$ cat src/rtl/cpu_defs.sv
// Shared CPU definitions: ALU opcodes,
// compare-flag encodings and branch condition codes.
package cpu_defs;

  localparam logic [3:0] ALU_ADD  = 4'h0;
  localparam logic [3:0] ALU_SUB  = 4'h1;
  localparam logic [3:0] ALU_AND  = 4'h2;
  localparam logic [3:0] ALU_OR   = 4'h3;
  localparam logic [3:0] ALU_XOR  = 4'h4;
  localparam logic [3:0] ALU_NAND = 4'h5;
  localparam logic [3:0] ALU_NOR  = 4'h6;
  localparam logic [3:0] ALU_XNOR = 4'h7;

  localparam logic [1:0] CMD_EQ = 2'b00;
  localparam logic [1:0] CMD_LT = 2'b01;
  localparam logic [1:0] CMD_GT = 2'b10;

  localparam logic [2:0] COND_NEVER  = 3'd0;
  localparam logic [2:0] COND_EQ     = 3'd1;
  localparam logic [2:0] COND_LT     = 3'd2;
  localparam logic [2:0] COND_GT     = 3'd3;
  localparam logic [2:0] COND_LE     = 3'd4;
  localparam logic [2:0] COND_GE     = 3'd5;
  localparam logic [2:0] COND_NE     = 3'd6;
  localparam logic [2:0] COND_ALWAYS = 3'd7;

endpackage

$ cat src/rtl/operand_regfile_if.sv
// Operand register file bus: read ports,
// writeback port, flag capture and branch query.
interface operand_regfile_if #(
  parameter int WIDTH  = 8,
  parameter int ADDR_W = 4
);

  logic [ADDR_W-1:0] rs_addr;
  logic [ADDR_W-1:0] rt_addr;
  logic [WIDTH-1:0]  rs_data;
  logic [WIDTH-1:0]  rt_data;
  logic              wr_en;
  logic [ADDR_W-1:0] wr_addr;
  logic [WIDTH-1:0]  wr_data;
  logic              flag_we;
  logic [1:0]        cmdflag_in;
  logic [2:0]        cond;
  logic [1:0]        flags;
  logic              taken;

  modport master (
    output rs_addr, rt_addr,
    output wr_en, wr_addr, wr_data,
    output flag_we, cmdflag_in, cond,
    input  rs_data, rt_data,
    input  flags, taken
  );

  modport slave (
    input  rs_addr, rt_addr,
    input  wr_en, wr_addr, wr_data,
    input  flag_we, cmdflag_in, cond,
    output rs_data, rt_data,
    output flags, taken
  );

endinterface

$ cat src/rtl/operand_regfile_cond_eval.sv
// Branch condition evaluator: maps latched
// compare flag and condition select to taken.
module cond_eval
  import cpu_defs::*;
(
  input  logic [1:0] i_flags,
  input  logic [2:0] i_cond,
  output logic       o_taken
);

  logic w_eq;
  logic w_lt;
  logic w_gt;

  assign w_eq = (i_flags == CMD_EQ);
  assign w_lt = (i_flags == CMD_LT);
  assign w_gt = (i_flags == CMD_GT);

  // decode condition select into taken
  always_comb begin
    o_taken = 1'b0;
    unique case (i_cond)
      COND_NEVER:  o_taken = 1'b0;
      COND_EQ:     o_taken = w_eq;
      COND_LT:     o_taken = w_lt;
      COND_GT:     o_taken = w_gt;
      COND_LE:     o_taken = w_eq | w_lt;
      COND_GE:     o_taken = w_eq | w_gt;
      COND_NE:     o_taken = ~w_eq;
      COND_ALWAYS: o_taken = 1'b1;
    endcase
  end

endmodule

$ cat src/rtl/operand_regfile.sv
// Register file and compare-flag register
// feeding the ALU operands and branch logic.
module operand_regfile
  import cpu_defs::*;
#(
  parameter int WIDTH    = 8,
  parameter int NREGS    = 16,
  parameter int ADDR_W   = 4,
  parameter int ZERO_REG = 1,
  parameter int BYPASS   = 1
) (
  input  logic              clk,
  input  logic              reset_n,
  operand_regfile_if.slave  bus
);

  localparam bit P_ZERO = (ZERO_REG != 0);
  localparam bit P_BYP  = (BYPASS != 0);

  logic [WIDTH-1:0] r_regs [NREGS];
  logic [1:0]       r_flags;

  logic w_wr_ok;
  logic w_rs_zero;
  logic w_rt_zero;
  logic w_rs_hit;
  logic w_rt_hit;
  logic w_flag_ok;

  // r0 writes vanish when it is hardwired
  assign w_wr_ok = bus.wr_en &&
    !(P_ZERO && (bus.wr_addr == '0));

  assign w_rs_zero = P_ZERO &&
    (bus.rs_addr == '0);
  assign w_rt_zero = P_ZERO &&
    (bus.rt_addr == '0);

  assign w_rs_hit = P_BYP && w_wr_ok &&
    (bus.wr_addr == bus.rs_addr);
  assign w_rt_hit = P_BYP && w_wr_ok &&
    (bus.wr_addr == bus.rt_addr);

  assign bus.rs_data =
    w_rs_zero ? '0 :
    w_rs_hit  ? bus.wr_data :
                r_regs[bus.rs_addr];

  assign bus.rt_data =
    w_rt_zero ? '0 :
    w_rt_hit  ? bus.wr_data :
                r_regs[bus.rt_addr];

  assign bus.flags = r_flags;

  // only real compare codes may be latched
  always_comb begin
    w_flag_ok = 1'b0;
    case (bus.cmdflag_in)
      CMD_EQ, CMD_LT, CMD_GT: w_flag_ok = 1'b1;
      default:                w_flag_ok = 1'b0;
    endcase
  end

  // register array writeback
  always_ff @(posedge clk or negedge reset_n) begin
    if (!reset_n) begin
      for (int i = 0; i < NREGS; i++) begin
        r_regs[i] <= '0;
      end
    end else if (w_wr_ok) begin
      r_regs[bus.wr_addr] <= bus.wr_data;
    end
  end

  // compare flag capture
  always_ff @(posedge clk or negedge reset_n) begin
    if (!reset_n) begin
      r_flags <= CMD_EQ;
    end else if (bus.flag_we && w_flag_ok) begin
      r_flags <= bus.cmdflag_in;
    end
  end

  cond_eval u_cond (
    .i_flags (r_flags),
    .i_cond  (bus.cond),
    .o_taken (bus.taken)
  );

endmodule

$ cat src/flat_wrapper.sv
// flat-port wrapper written by rule: the top's interface ports become plain ports
module operand_regfile_flat import cpu_defs::*;
#(
  parameter int WIDTH    = 8,
  parameter int NREGS    = 16,
  parameter int ADDR_W   = 4,
  parameter int ZERO_REG = 1,
  parameter int BYPASS   = 1
)
  (clk, reset_n, bus_rs_addr, bus_rt_addr, bus_wr_en, bus_wr_addr, bus_wr_data, bus_flag_we, bus_cmdflag_in, bus_cond, bus_rs_data, bus_rt_data, bus_flags, bus_taken);
  operand_regfile_if #(.WIDTH(WIDTH), .ADDR_W(ADDR_W)) bus_i ();
  input  logic clk;
  input  logic reset_n;
  input wire logic [$bits(bus_i.rs_addr)-1:0] bus_rs_addr;
  input wire logic [$bits(bus_i.rt_addr)-1:0] bus_rt_addr;
  input wire logic [$bits(bus_i.wr_en)-1:0] bus_wr_en;
  input wire logic [$bits(bus_i.wr_addr)-1:0] bus_wr_addr;
  input wire logic [$bits(bus_i.wr_data)-1:0] bus_wr_data;
  input wire logic [$bits(bus_i.flag_we)-1:0] bus_flag_we;
  input wire logic [$bits(bus_i.cmdflag_in)-1:0] bus_cmdflag_in;
  input wire logic [$bits(bus_i.cond)-1:0] bus_cond;
  output wire logic [$bits(bus_i.rs_data)-1:0] bus_rs_data;
  output wire logic [$bits(bus_i.rt_data)-1:0] bus_rt_data;
  output wire logic [$bits(bus_i.flags)-1:0] bus_flags;
  output wire logic [$bits(bus_i.taken)-1:0] bus_taken;
  assign bus_i.rs_addr = bus_rs_addr;
  assign bus_i.rt_addr = bus_rt_addr;
  assign bus_i.wr_en = bus_wr_en;
  assign bus_i.wr_addr = bus_wr_addr;
  assign bus_i.wr_data = bus_wr_data;
  assign bus_i.flag_we = bus_flag_we;
  assign bus_i.cmdflag_in = bus_cmdflag_in;
  assign bus_i.cond = bus_cond;
  assign bus_rs_data = bus_i.rs_data;
  assign bus_rt_data = bus_i.rt_data;
  assign bus_flags = bus_i.flags;
  assign bus_taken = bus_i.taken;
  operand_regfile #(.WIDTH(WIDTH), .NREGS(NREGS), .ADDR_W(ADDR_W), .ZERO_REG(ZERO_REG), .BYPASS(BYPASS)) u_core (.clk(clk), .reset_n(reset_n), .bus(bus_i));
endmodule
$ cat config.mk
export PLATFORM = sky130hd
export DESIGN_NAME = operand_regfile_flat
export DESIGN_NICKNAME = d
export VERILOG_FILES = /design/src/rtl/cpu_defs.sv /design/src/rtl/operand_regfile_if.sv /design/src/rtl/operand_regfile_cond_eval.sv /design/src/rtl/operand_regfile.sv /design/src/flat_wrapper.sv
export SDC_FILE = /design/constraint.sdc
export NUM_CORES = 1
export LEC_CHECK = 0
export CELL_PAD_IN_SITES_DETAIL_PLACEMENT = 0
export CELL_PAD_IN_SITES_GLOBAL_PLACEMENT = 1
export CORE_AREA = 2 2 131 133
export DETAILED_ROUTE_END_ITERATION = 7
export DIE_AREA = 0 0 133 135
export HOLD_SLACK_MARGIN = 0.02
export PLACE_DENSITY = 0.87
export SYNTH_ARGS = -nofsm -noshare
export SYNTH_HDL_FRONTEND = slang
export SYNTH_SLANG_ARGS = --single-unit
$ cat constraint.sdc
create_clock -name clk -period 2.2 [get_ports clk]
set_clock_uncertainty 0.1 [all_clocks]
set_input_delay 0.44 -clock clk [delete_from_list [all_inputs] [get_ports clk]]
set_output_delay 0.44 -clock clk [all_outputs]
set_load 0.02 [all_outputs]
==> results <==
==> final timing paths <==
path                               startpoint                  end  cells past startpoint
min in group asynchronous             reset_n    u_core.r_regs[95]                      2
min                        u_core.r_regs[122]   u_core.r_regs[122]                      1
max in group asynchronous             reset_n  u_core.bus.flags[1]                      3
max reg2reg                u_core.r_regs[100]   u_core.r_regs[100]                      3
max                         u_core.r_regs[33]       bus_rs_data[1]                      5
min reg2reg                u_core.r_regs[122]   u_core.r_regs[122]                      1
==> routing by layer <==
metal | GRT usage, % | routed length, um | vias up
met3 | 4.99 | 1160 | 38
met2 | 44.6 | 11600 | 210
met4 | 10.6 | 540 | 0
met1 | 33.1 | 9040 | 2945
li1 | - | - | 2398
met5 | 0 | 0 | -
==> layout make-up <==
| type | count | share of cell area (%) |
|---|---|---|
| well taps | 220 | 2.64 |
| repair buffers | 224 | 20.2 |
| clock inverters | 9 | 0.805 |
| flip-flops and latches | 130 | 31.2 |
| clock buffers | 22 | 4.45 |
| multi-input cells | 341 | 40.7 |
==> cells by family (layout without fill, tap and decap cells) <==
logic type                count (synthesis)  in the layout  share of synthesized area, %
muxes                                   208            208                          39.2
buffers and inverters                    54            255                          3.69
AOI/OAI and AO/OA                        69             69                          7.37
xor gates and xnor gates                  8              8                         0.962
and+or+nand+nor                          56             56                          4.10
DFF                                     130            130                          44.7
==> sequential cells by signal (all words and copies together) (netlist names) <==
signal and flops:
u_core.bus.flags 2, u_core.r_regs 128
==> worst max-delay path: stages (launching register included) <==
cell	delay [ns]
dfrtp_1	0.43
mux4_2	0.48
mux2_4	0.29
a211oi_4	0.25
a21oi_4	0.09
buf_6	0.14
==> cell usage in the layout, fill, tap and decap left out, types with 2 or more instances in the layout <==
master	count
xnor2_1	4
a22oi_1	2
clkbuf_1	3
or3b_4	2
a21oi_4	8
dlygate4sd2_1	5
buf_2	4
mux2_4	8
dlymetal6s2s_1	2
or3_1	4
nor2_1	14
clkbuf_16	17
clkbuf_8	2
buf_6	32
nand2_1	11
nor3_2	2
clkinv_2	3
a22oi_2	14
nor2b_4	2
xor2_1	2
nor2b_1	4
xnor2_2	2
clkinvlp_4	4
o32ai_2	8
o22ai_1	16
buf_12	18
mux2_1	24
a22o_4	8
mux2i_1	32
mux4_2	48
nand2b_1	4
nand3b_1	3
buf_4	144
mux2_2	96
clkdlybuf4s50_1	14
dfrtp_1	129
clkdlybuf4s15_2	2
a211oi_4	8
==> power groups by stage <==
stage	clock (mW)	sequential, mW	combinational, mW
floorplan	0	3.20	1.60
global placement	0	3.22	2.63
detailed placement	0	3.29	2.73
CTS	2.67	3.26	2.95
global route	2.79	3.33	3.17
finish	2.65	3.28	3.00
==> through the flow <==
step                      power (mW)  instance area (um2)  hold WS (ns)
after floorplan                 4.80                 7640        0.0444
after global placement          5.85                 9360         0.360
after detailed placement        6.02                 9360         0.366
after CTS                       8.88                10300         0.383
after global routing            9.28                10400         0.400
final                           8.94                10400         0.382
==> timing repair <==
action                                  CTS  global route
endpoints found under the setup margin   17            17
endpoints found under the hold margin    42             0
setup buffers                            22             2
gates resized for setup                 175            16
pin swaps                                31             8
hold buffers                              1             0
gates cloned                              1             0
==> results.py <==
metrics = {
    "setup_path": {
        "cp-end-kind": "output port",
        "worstPathRequired_ns": 1.66,
        "start_kind": "register",
        "reg2reg_slack_ns": 1.10,
        "critPathMaxFanout": 3,
        "critPathKind": "register to output port",
        "arrival_ns": 2.10,
    },
    "power": {
        "leakagePower_nw": 4.57,
        "sequentialPowerShare_pct": 36.7,
        "p_clk_share_pct": 29.7,
        "power.density_nw_per_um2": 858,
        "power.internal_mw": 6.32,
        "power_frac_comb_pct": 33.6,
        "p_sw_share_pct": 29.2,
        "p_switching_mw": 2.61,
        "ir_drop_mv": 0.651,
    },
    "clocking": {
        "numCtsBuffers": 17,
        "clk_latency_ns": 0.42,
        "cts.sinks": 130,
        "root_buffer": "clkbuf_16",
        "htreeDepth": 4,
        "cts_tree": "done",
        "cts_buffer_depth": 2,
        "clkTransAtPathRegs_ns": 0.06,
    },
    "finish": {
        "instances_no_fill": 946,
        "antenna_cells": 0,
        "seq_area_um2": 3250,
        "final.fill_count": 1158,
        "nNetsFinal": 743,
        "layout-drive-gt1-share_pct": 61.4,
        "final_util_pct": 63.5,
        "syn_to_final_growth_pct": 43.0,
        "multiInputGateArea_um2": 4240,
    },
    "job": {
        "cap_violations": 0,
    },
    "yosys": {
        "synth_commonest_cells": "dfrtp_1, mux2_2, mux4_2",
        "postSynthCellCount": 525,
        "ys_seq_elements": 130,
        "syn_avg_cell_area_um2": 13.9,
        "synth_area_leaders": "dfrtp_1, mux2_2, mux4_2, mux2i_1, mux2_1",
        "synth_warnings": 0,
        "synth_nets": 554,
        "synth_async_sr_flop_share_pct": 100,
        "synth_edf_count": 0,
        "synth-seq-area-share_pct": 44.7,
        "ys_types": 43,
        "syn-cell-area_um2": 7290,
        "synthFlopType": "dfrtp_1",
        "synth_largest_type_area_fraction_pct": 44.7,
        "synth_most_common_cell": "dfrtp_1",
        "yosys.area.top_type": "dfrtp_1",
    },
    "timing": {
        "period_needed_ns": 2.64,
        "worst_slack_ns": -0.442,
        "final.period_utilization_pct": 120,
        "slew_headroom_pct": 54.5,
        "finalHoldViolCount": 0,
        "setup_viol": 16,
        "slew_violations": 0,
        "fmax_ghz": 0.379,
        "fin_setup_tns_ns": -6.16,
        "rsz0062_at_grt": "yes",
        "worstMarginPinSlew_ns": 0.683,
    },
    "global_route": {
        "gr-total-overflow": 0,
        "grt_pass1_vias": 6135,
        "antenna_found_initial": 0,
        "track_usage_pct": 26.2,
        "grt_pass1_wl_um": 34800,
        "grt_max_degree": 46,
    },
    "route": {
        "wirelength_um": 22400,
        "routed_via_density": 5.91,
        "postRouteAntennaNets": 0,
        "drt_pass1_iterations": 5,
        "drtIter0Drc": 483,
        "drt_drc_violations_left": 0,
        "wl_per_cell_um": 23.7,
        "vias": 5591,
    },
    "floorplan": {
        "coreArea_um2": 16400,
        "die_area_um2": 18000,
        "rows": 47,
        "ios": 48,
        "start_util_pct": 44.4,
        "die_w_um": 133,
        "die_y_um": 135,
    },
    "outcome": {
        "violations": "negative setup slack",
        "status": "complete, but fails checks",
    },
    "placed_design": {
        "port_buffers": 47,
        "post-place-ws_ns": -1.17,
        "place_hpwl_um": 15500,
        "gp_congestion": 0.924,
        "dp_cells": 889,
    },
    "hold_path": {
        "hp-class": "register to register",
    },
}
No activity file was read; power rests on OpenSTA's default activity.
